==> config.mk <==
export PLATFORM = sky130hd
export DESIGN_NAME = alu_i_fsm_flat
export DESIGN_NICKNAME = d
export VERILOG_FILES = /design/src/rtl/alu_i_fsm_if.sv /design/src/rtl/alu_i_fsm.sv /design/src/flat_wrapper.sv
export SDC_FILE = /design/constraint.sdc
export NUM_CORES = 1
export LEC_CHECK = 0
export ABC_AREA = 0
export CAP_MARGIN = 20
export CORE_MARGIN = 2
export CORE_UTILIZATION = 38
export CTS_CLUSTER_DIAMETER = 30
export DETAILED_ROUTE_END_ITERATION = 12
export PLACE_DENSITY = 0.84
export SETUP_SLACK_MARGIN = 0.15
export SYNTH_ARGS = -nofsm -noshare
export SYNTH_HDL_FRONTEND = slang
export SYNTH_SLANG_ARGS = --single-unit
==> constraint.sdc <==
create_clock -name clk -period 2.9 [get_ports clk]
set_input_delay 0.725 -clock clk [delete_from_list [all_inputs] [get_ports clk]]
set_output_delay 0.725 -clock clk [all_outputs]
set_load 0.005 [all_outputs]
==> src/rtl/alu_i_fsm_if.sv <==
// Control-bus bundle between the ALU-immediate sequencer and the datapath it steers.
// The sequencer drives every control line; only the instruction word flows into it.
interface alu_i_fsm_if;
  logic [15:0] instruction;
  logic        done;
  logic [4:0]  rx_out;
  logic        alu_in0;
  logic        alu_in1;
  logic        alu_out_latch;
  logic        alu_out_en;
  logic [4:0]  rx_in;
  logic        pc_inc;
  logic [15:0] param2_out;
  logic        alu_imm_out;

  // master: the sequencer that issues control strobes
  modport master (
    input  instruction,
    output done, rx_out, alu_in0, alu_in1, alu_out_latch, alu_out_en,
           rx_in, pc_inc, param2_out, alu_imm_out
  );

  // slave: the datapath/bench side that supplies the instruction and obeys the strobes
  modport slave (
    output instruction,
    input  done, rx_out, alu_in0, alu_in1, alu_out_latch, alu_out_en,
           rx_in, pc_inc, param2_out, alu_imm_out
  );
endinterface

==> src/rtl/alu_i_fsm.sv <==
// Moore sequencer for a register-immediate ALU instruction: read Rx, load immediate,
// execute, write back to Rx, bump the PC, then park in DONE until reset.
module alu_i_fsm (
  input  logic           clk,
  input  logic           rst,
  alu_i_fsm_if.master    bus,
  output logic [2:0]     state
);

  localparam logic [2:0] FETCH = 3'd0;
  localparam logic [2:0] LOADA = 3'd1;
  localparam logic [2:0] LOADB = 3'd2;
  localparam logic [2:0] EXEC  = 3'd3;
  localparam logic [2:0] WRITE = 3'd4;
  localparam logic [2:0] INC   = 3'd5;
  localparam logic [2:0] DONE  = 3'd6;

  logic [2:0] state_q;
  logic [4:0] rx_q;
  logic [5:0] imm_q;

  // The opcode is irrelevant here: every ALU-immediate op runs the same sequence.
  logic unused_opcode;
  assign unused_opcode = ^bus.instruction[15:11];

  assign state = state_q;

  always_ff @(posedge clk or negedge rst) begin
    if (!rst) begin
      state_q <= FETCH;
      rx_q    <= 5'd0;
      imm_q   <= 6'd0;
    end else begin
      case (state_q)
        FETCH: begin
          rx_q    <= bus.instruction[10:6];
          imm_q   <= bus.instruction[5:0];
          state_q <= LOADA;
        end
        LOADA:   state_q <= LOADB;
        LOADB:   state_q <= EXEC;
        EXEC:    state_q <= WRITE;
        WRITE:   state_q <= INC;
        INC:     state_q <= DONE;
        DONE:    state_q <= DONE;
        default: state_q <= FETCH;
      endcase
    end
  end

  // Outputs depend only on the registered state and captured fields, never on the live instruction.
  always_comb begin
    bus.done          = 1'b0;
    bus.rx_out        = 5'd0;
    bus.alu_in0       = 1'b0;
    bus.alu_in1       = 1'b0;
    bus.alu_out_latch = 1'b0;
    bus.alu_out_en    = 1'b0;
    bus.rx_in         = 5'd0;
    bus.pc_inc        = 1'b0;
    bus.param2_out    = 16'd0;
    bus.alu_imm_out   = 1'b0;
    case (state_q)
      LOADA: begin
        bus.rx_out  = rx_q;
        bus.alu_in0 = 1'b1;
      end
      LOADB: begin
        bus.param2_out  = {10'd0, imm_q};
        bus.alu_imm_out = 1'b1;
        bus.alu_in1     = 1'b1;
      end
      EXEC:  bus.alu_out_latch = 1'b1;
      WRITE: begin
        bus.alu_out_en = 1'b1;
        bus.rx_in      = rx_q;
      end
      INC:   bus.pc_inc = 1'b1;
      DONE:  bus.done   = 1'b1;
      default: ;
    endcase
  end

endmodule

==> src/flat_wrapper.sv <==
// flat-port wrapper written by rule: the top's interface ports become plain ports
module alu_i_fsm_flat 
  (clk, rst, state, bus_instruction, bus_done, bus_rx_out, bus_alu_in0, bus_alu_in1, bus_alu_out_latch, bus_alu_out_en, bus_rx_in, bus_pc_inc, bus_param2_out, bus_alu_imm_out);
  alu_i_fsm_if bus_i ();
  input  logic clk;
  input  logic rst;
  output logic [2:0] state;
  input wire logic [$bits(bus_i.instruction)-1:0] bus_instruction;
  output wire logic [$bits(bus_i.done)-1:0] bus_done;
  output wire logic [$bits(bus_i.rx_out)-1:0] bus_rx_out;
  output wire logic [$bits(bus_i.alu_in0)-1:0] bus_alu_in0;
  output wire logic [$bits(bus_i.alu_in1)-1:0] bus_alu_in1;
  output wire logic [$bits(bus_i.alu_out_latch)-1:0] bus_alu_out_latch;
  output wire logic [$bits(bus_i.alu_out_en)-1:0] bus_alu_out_en;
  output wire logic [$bits(bus_i.rx_in)-1:0] bus_rx_in;
  output wire logic [$bits(bus_i.pc_inc)-1:0] bus_pc_inc;
  output wire logic [$bits(bus_i.param2_out)-1:0] bus_param2_out;
  output wire logic [$bits(bus_i.alu_imm_out)-1:0] bus_alu_imm_out;
  assign bus_i.instruction = bus_instruction;
  assign bus_done = bus_i.done;
  assign bus_rx_out = bus_i.rx_out;
  assign bus_alu_in0 = bus_i.alu_in0;
  assign bus_alu_in1 = bus_i.alu_in1;
  assign bus_alu_out_latch = bus_i.alu_out_latch;
  assign bus_alu_out_en = bus_i.alu_out_en;
  assign bus_rx_in = bus_i.rx_in;
  assign bus_pc_inc = bus_i.pc_inc;
  assign bus_param2_out = bus_i.param2_out;
  assign bus_alu_imm_out = bus_i.alu_imm_out;
  alu_i_fsm u_core (.clk(clk), .rst(rst), .bus(bus_i), .state(state));
endmodule
==> out/results.tsv, run 1 <==
stage	metric	value	unit
synthesis	ys_seq_area_share	42.0	%
pwr	p_int	0.303	mW
placement	place_congestion	0.643	
critical_path	r2r-start	u_core.state[1]$_DFF_PN0_	
clock_network	numCtsBuffers	3	
timing	clock_skew	0.000641	ns
floorplan	rows	16	
floorplan	fp.dieW	50.9	um
timing	period_needed	2.61	ns
pwr	switching_power	0.0815	mW
clock_network	clkSlewWorstSetupHoldPaths	0.09	ns
drt	vias	577	
clock_network	clock_path_buffers	2	
critical_path	end_kind	output port	
timing	rsz0062_at_grt	yes	
finish	mostFrequentLayoutCell	clkdlybuf4s50_1	
clock_network	htreeDepth	1	
critical_path	cp_max_fo	10	
drt	vias_per_cell	4.40	
synthesis	yosysUniqueCellTypes	16	
timing	tightest_slew	0.710	ns
timing	maxSlewHeadroom	52.5	%
critical_path	regToRegEndpoint	u_core.rx_q[0]$_DFFE_PN0N_	
drt	drc_errors	0	
critical_path	critical_path_arrival	1.89	ns
outcome	status	complete, no violations	
global_route	grt_pass1_vias	562	
critical_path	cp-start-kind	flop	
finish	nNetsFinal	123	
synthesis	ys_warn_count	0	
pwr	peakVddDrop	0.180	mV
global_route	track_usage	12.9	%
pwr	p_leak	0.497	nW
flow_run	drv_cap	0	
timing	setup_viol	0	
timing	setup_tns	0	ns
finish	layout_common_cells	38 x clkdlybuf4s50_1, 16 x and2_1, 12 x dfrtp_1, 10 x mux2_4, 10 x conb_1	
critical_path	cp-startpoint	u_core.state[1]$_DFF_PN0_	
drt	ant_nets	0	
finish	syn_to_final_growth	45.0	%
pwr	power_frac_clock	37.1	%
hold_path	hold_path.class	reg -> reg	
critical_path	r2r_slack	1.20	ns
synthesis	synthCells	68	
critical_path	critPathRequiredTime	2.17	ns
critical_path	reg2reg_depth	2	
floorplan	die_height	50.9	um
pwr	p_comb_share	9.0	%
drt	wire_per_inst	11.4	um
drt	finalWirelength	1490	um
clock_network	clock_latency	0.28	ns
critical_path	crit_type	reg -> out	
pwr	netSwitchingFraction	21.2	%
hold_path	hold_path_startpoint	u_core.imm_q[2]$_DFFE_PN0N_	
clock_network	cts-root-buf	clkbuf_4	
placement	port-buffer-count	38	
pwr	pwr_density_cell	318	mW/mm2
clock_network	clock_sinks	14	
global_route	grt_first_pass_wirelength	2510	um
global_route	grt_start_max_net_pins	15	
floorplan	io_pins	54	
synthesis	syn_area	835	um2
floorplan	dieArea	0.00259	mm2
timing	period_share	90.1	%
hold_path	holdPathStages	1	
placement	dp_hpwl	1160	um
timing	max_freq	383	MHz
finish	final_layout_size_suffix_gt1_share	20.2	%
finish	antenna_cells	0	
synthesis	ys_ff_latch	14	
clock_network	post-cts-setup-buffers	0	
hold_path	hold_path_end	u_core.imm_q[2]$_DFFE_PN0N_	
pwr	seqPwrFrac	54.0	%
timing	drv_slew	0	
global_route	antenna_found_initial	0	
global_route	grt_overflow	0	
timing	hold_viol_final	0	
synthesis	synth.avg_cell_area	12.3	um2
timing	worst_hold_slack	0.510	ns
clock_network	cts_tree	built	
drt	first_pass_iters	2	
drt	drt_iter0_drc	2	
floorplan	coreArea	0.00202	mm2
floorplan	start_util	41.3	%
clock_network	cts_hold_buf	0	
==> layout make-up <==
class	instances	area, um2
fillers	180	812
multi-input cells	48	407
repair buffers	38	380
flip-flops and latches	14	353
clock buffers	4	36.3
well taps	27	33.8
==> flip-flops by register name, summed over array words and instances, names as in the netlist <==
| signal | cells |
|---|---|
| u_core.rx_q | 5 |
| u_core.imm_q | 6 |
| u_core.state | 3 |
==> stage by stage <==
| step | setup slack (ns) | cell area (um2) | cells | util [%] | power, mW |
|---|---|---|---|---|---|
| after floorplan | 1.13 | 868 | 77 | - | 0.233 |
| after global placement | 0.515 | 1160 | 127 | 57.6 | 0.245 |
| after detailed placement | 0.480 | 1160 | 127 | 57.6 | 0.246 |
| after CTS | 0.172 | 1200 | 131 | 59.4 | 0.387 |
| after global routing | 0.145 | 1210 | 131 | 59.8 | 0.400 |
| final | 0.287 | 1210 | 131 | 59.8 | 0.384 |
==> per-layer routing <==
| metal | vias up | wire (um) | track usage (%) |
|---|---|---|---|
| met5 | - | 0 | 0 |
| met4 | 0 | 25 | 5.86 |
| met3 | 4 | 108 | 2.63 |
| met2 | 29 | 751 | 23.7 |
| met1 | 271 | 604 | 14.2 |
| li1 | 273 | - | - |
==> synthesized netlist by cell type <==
library cell   n  area [um2]
xor2_1         1        8.76
nor3b_2        3        37.5
mux2_2         1        11.3
nor3_4         1        16.3
buf_2          1        5.00
and2_1        16         100
nand2_1        1        3.75
buf_4         12        90.1
dfrtp_1       14         350
conb_1         1        3.75
mux2_4        10         150
xnor2_1        1        8.76
buf_6          2        22.5
a21oi_1        1        5.00
and3b_1        2        17.5
nor2_1         1        3.75
==> how the worst max path moves through the flow <==
stage	to	cells after the start
floorplan	bus_param2_out[0]	3
CTS	bus_param2_out[5]	3
finish	bus_param2_out[1]	3
global route	bus_param2_out[0]	3
detailed placement	bus_param2_out[5]	3
global placement	bus_param2_out[1]	3
==> cell families (layout without fill, tap and decap cells) <==
| family | after synthesis | count (layout) | synth area share [%] |
|---|---|---|---|
| flip-flops | 14 | 14 | 42.0 |
| buffers and inverters | 15 | 42 | 14.1 |
| XOR/XNOR | 2 | 2 | 2.10 |
| other | 1 | 10 | 0.449 |
| AO/OA/AOI/OAI | 1 | 1 | 0.599 |
| multiplexers | 11 | 11 | 19.3 |
| AND/OR/NAND/NOR | 24 | 24 | 21.4 |
==> power by group through the flow <==
| stage | registers (mW) | clock network (mW) | logic (mW) |
|---|---|---|---|
| final | 0.207 | 0.143 | 0.0345 |
| after global routing | 0.209 | 0.153 | 0.0383 |
| after CTS | 0.208 | 0.144 | 0.0348 |
| after detailed placement | 0.211 | 0 | 0.0346 |
| after global placement | 0.211 | 0 | 0.0337 |
| after floorplan | 0.210 | 0 | 0.0235 |
==> worst max-delay path, cell delays in order, from the launching register on <==
cell and delay [ns]:
dfrtp_1 0.57, nor3b_4 0.37, and2_1 0.17, clkdlybuf4s50_1 0.49
==> timing repair <==
action                                  CTS  global route
endpoints found under the hold margin     0             0
endpoints found under the setup margin    0            11
resized for setup                         0             3
No activity file was read; power rests on OpenSTA's default activity.
==> run 2, diff against run 1 <==
- SLEW_MARGIN: default -> 20
==> results of run 2 <==
No change in the layout: final DEF, timing and power equal those of run 1.
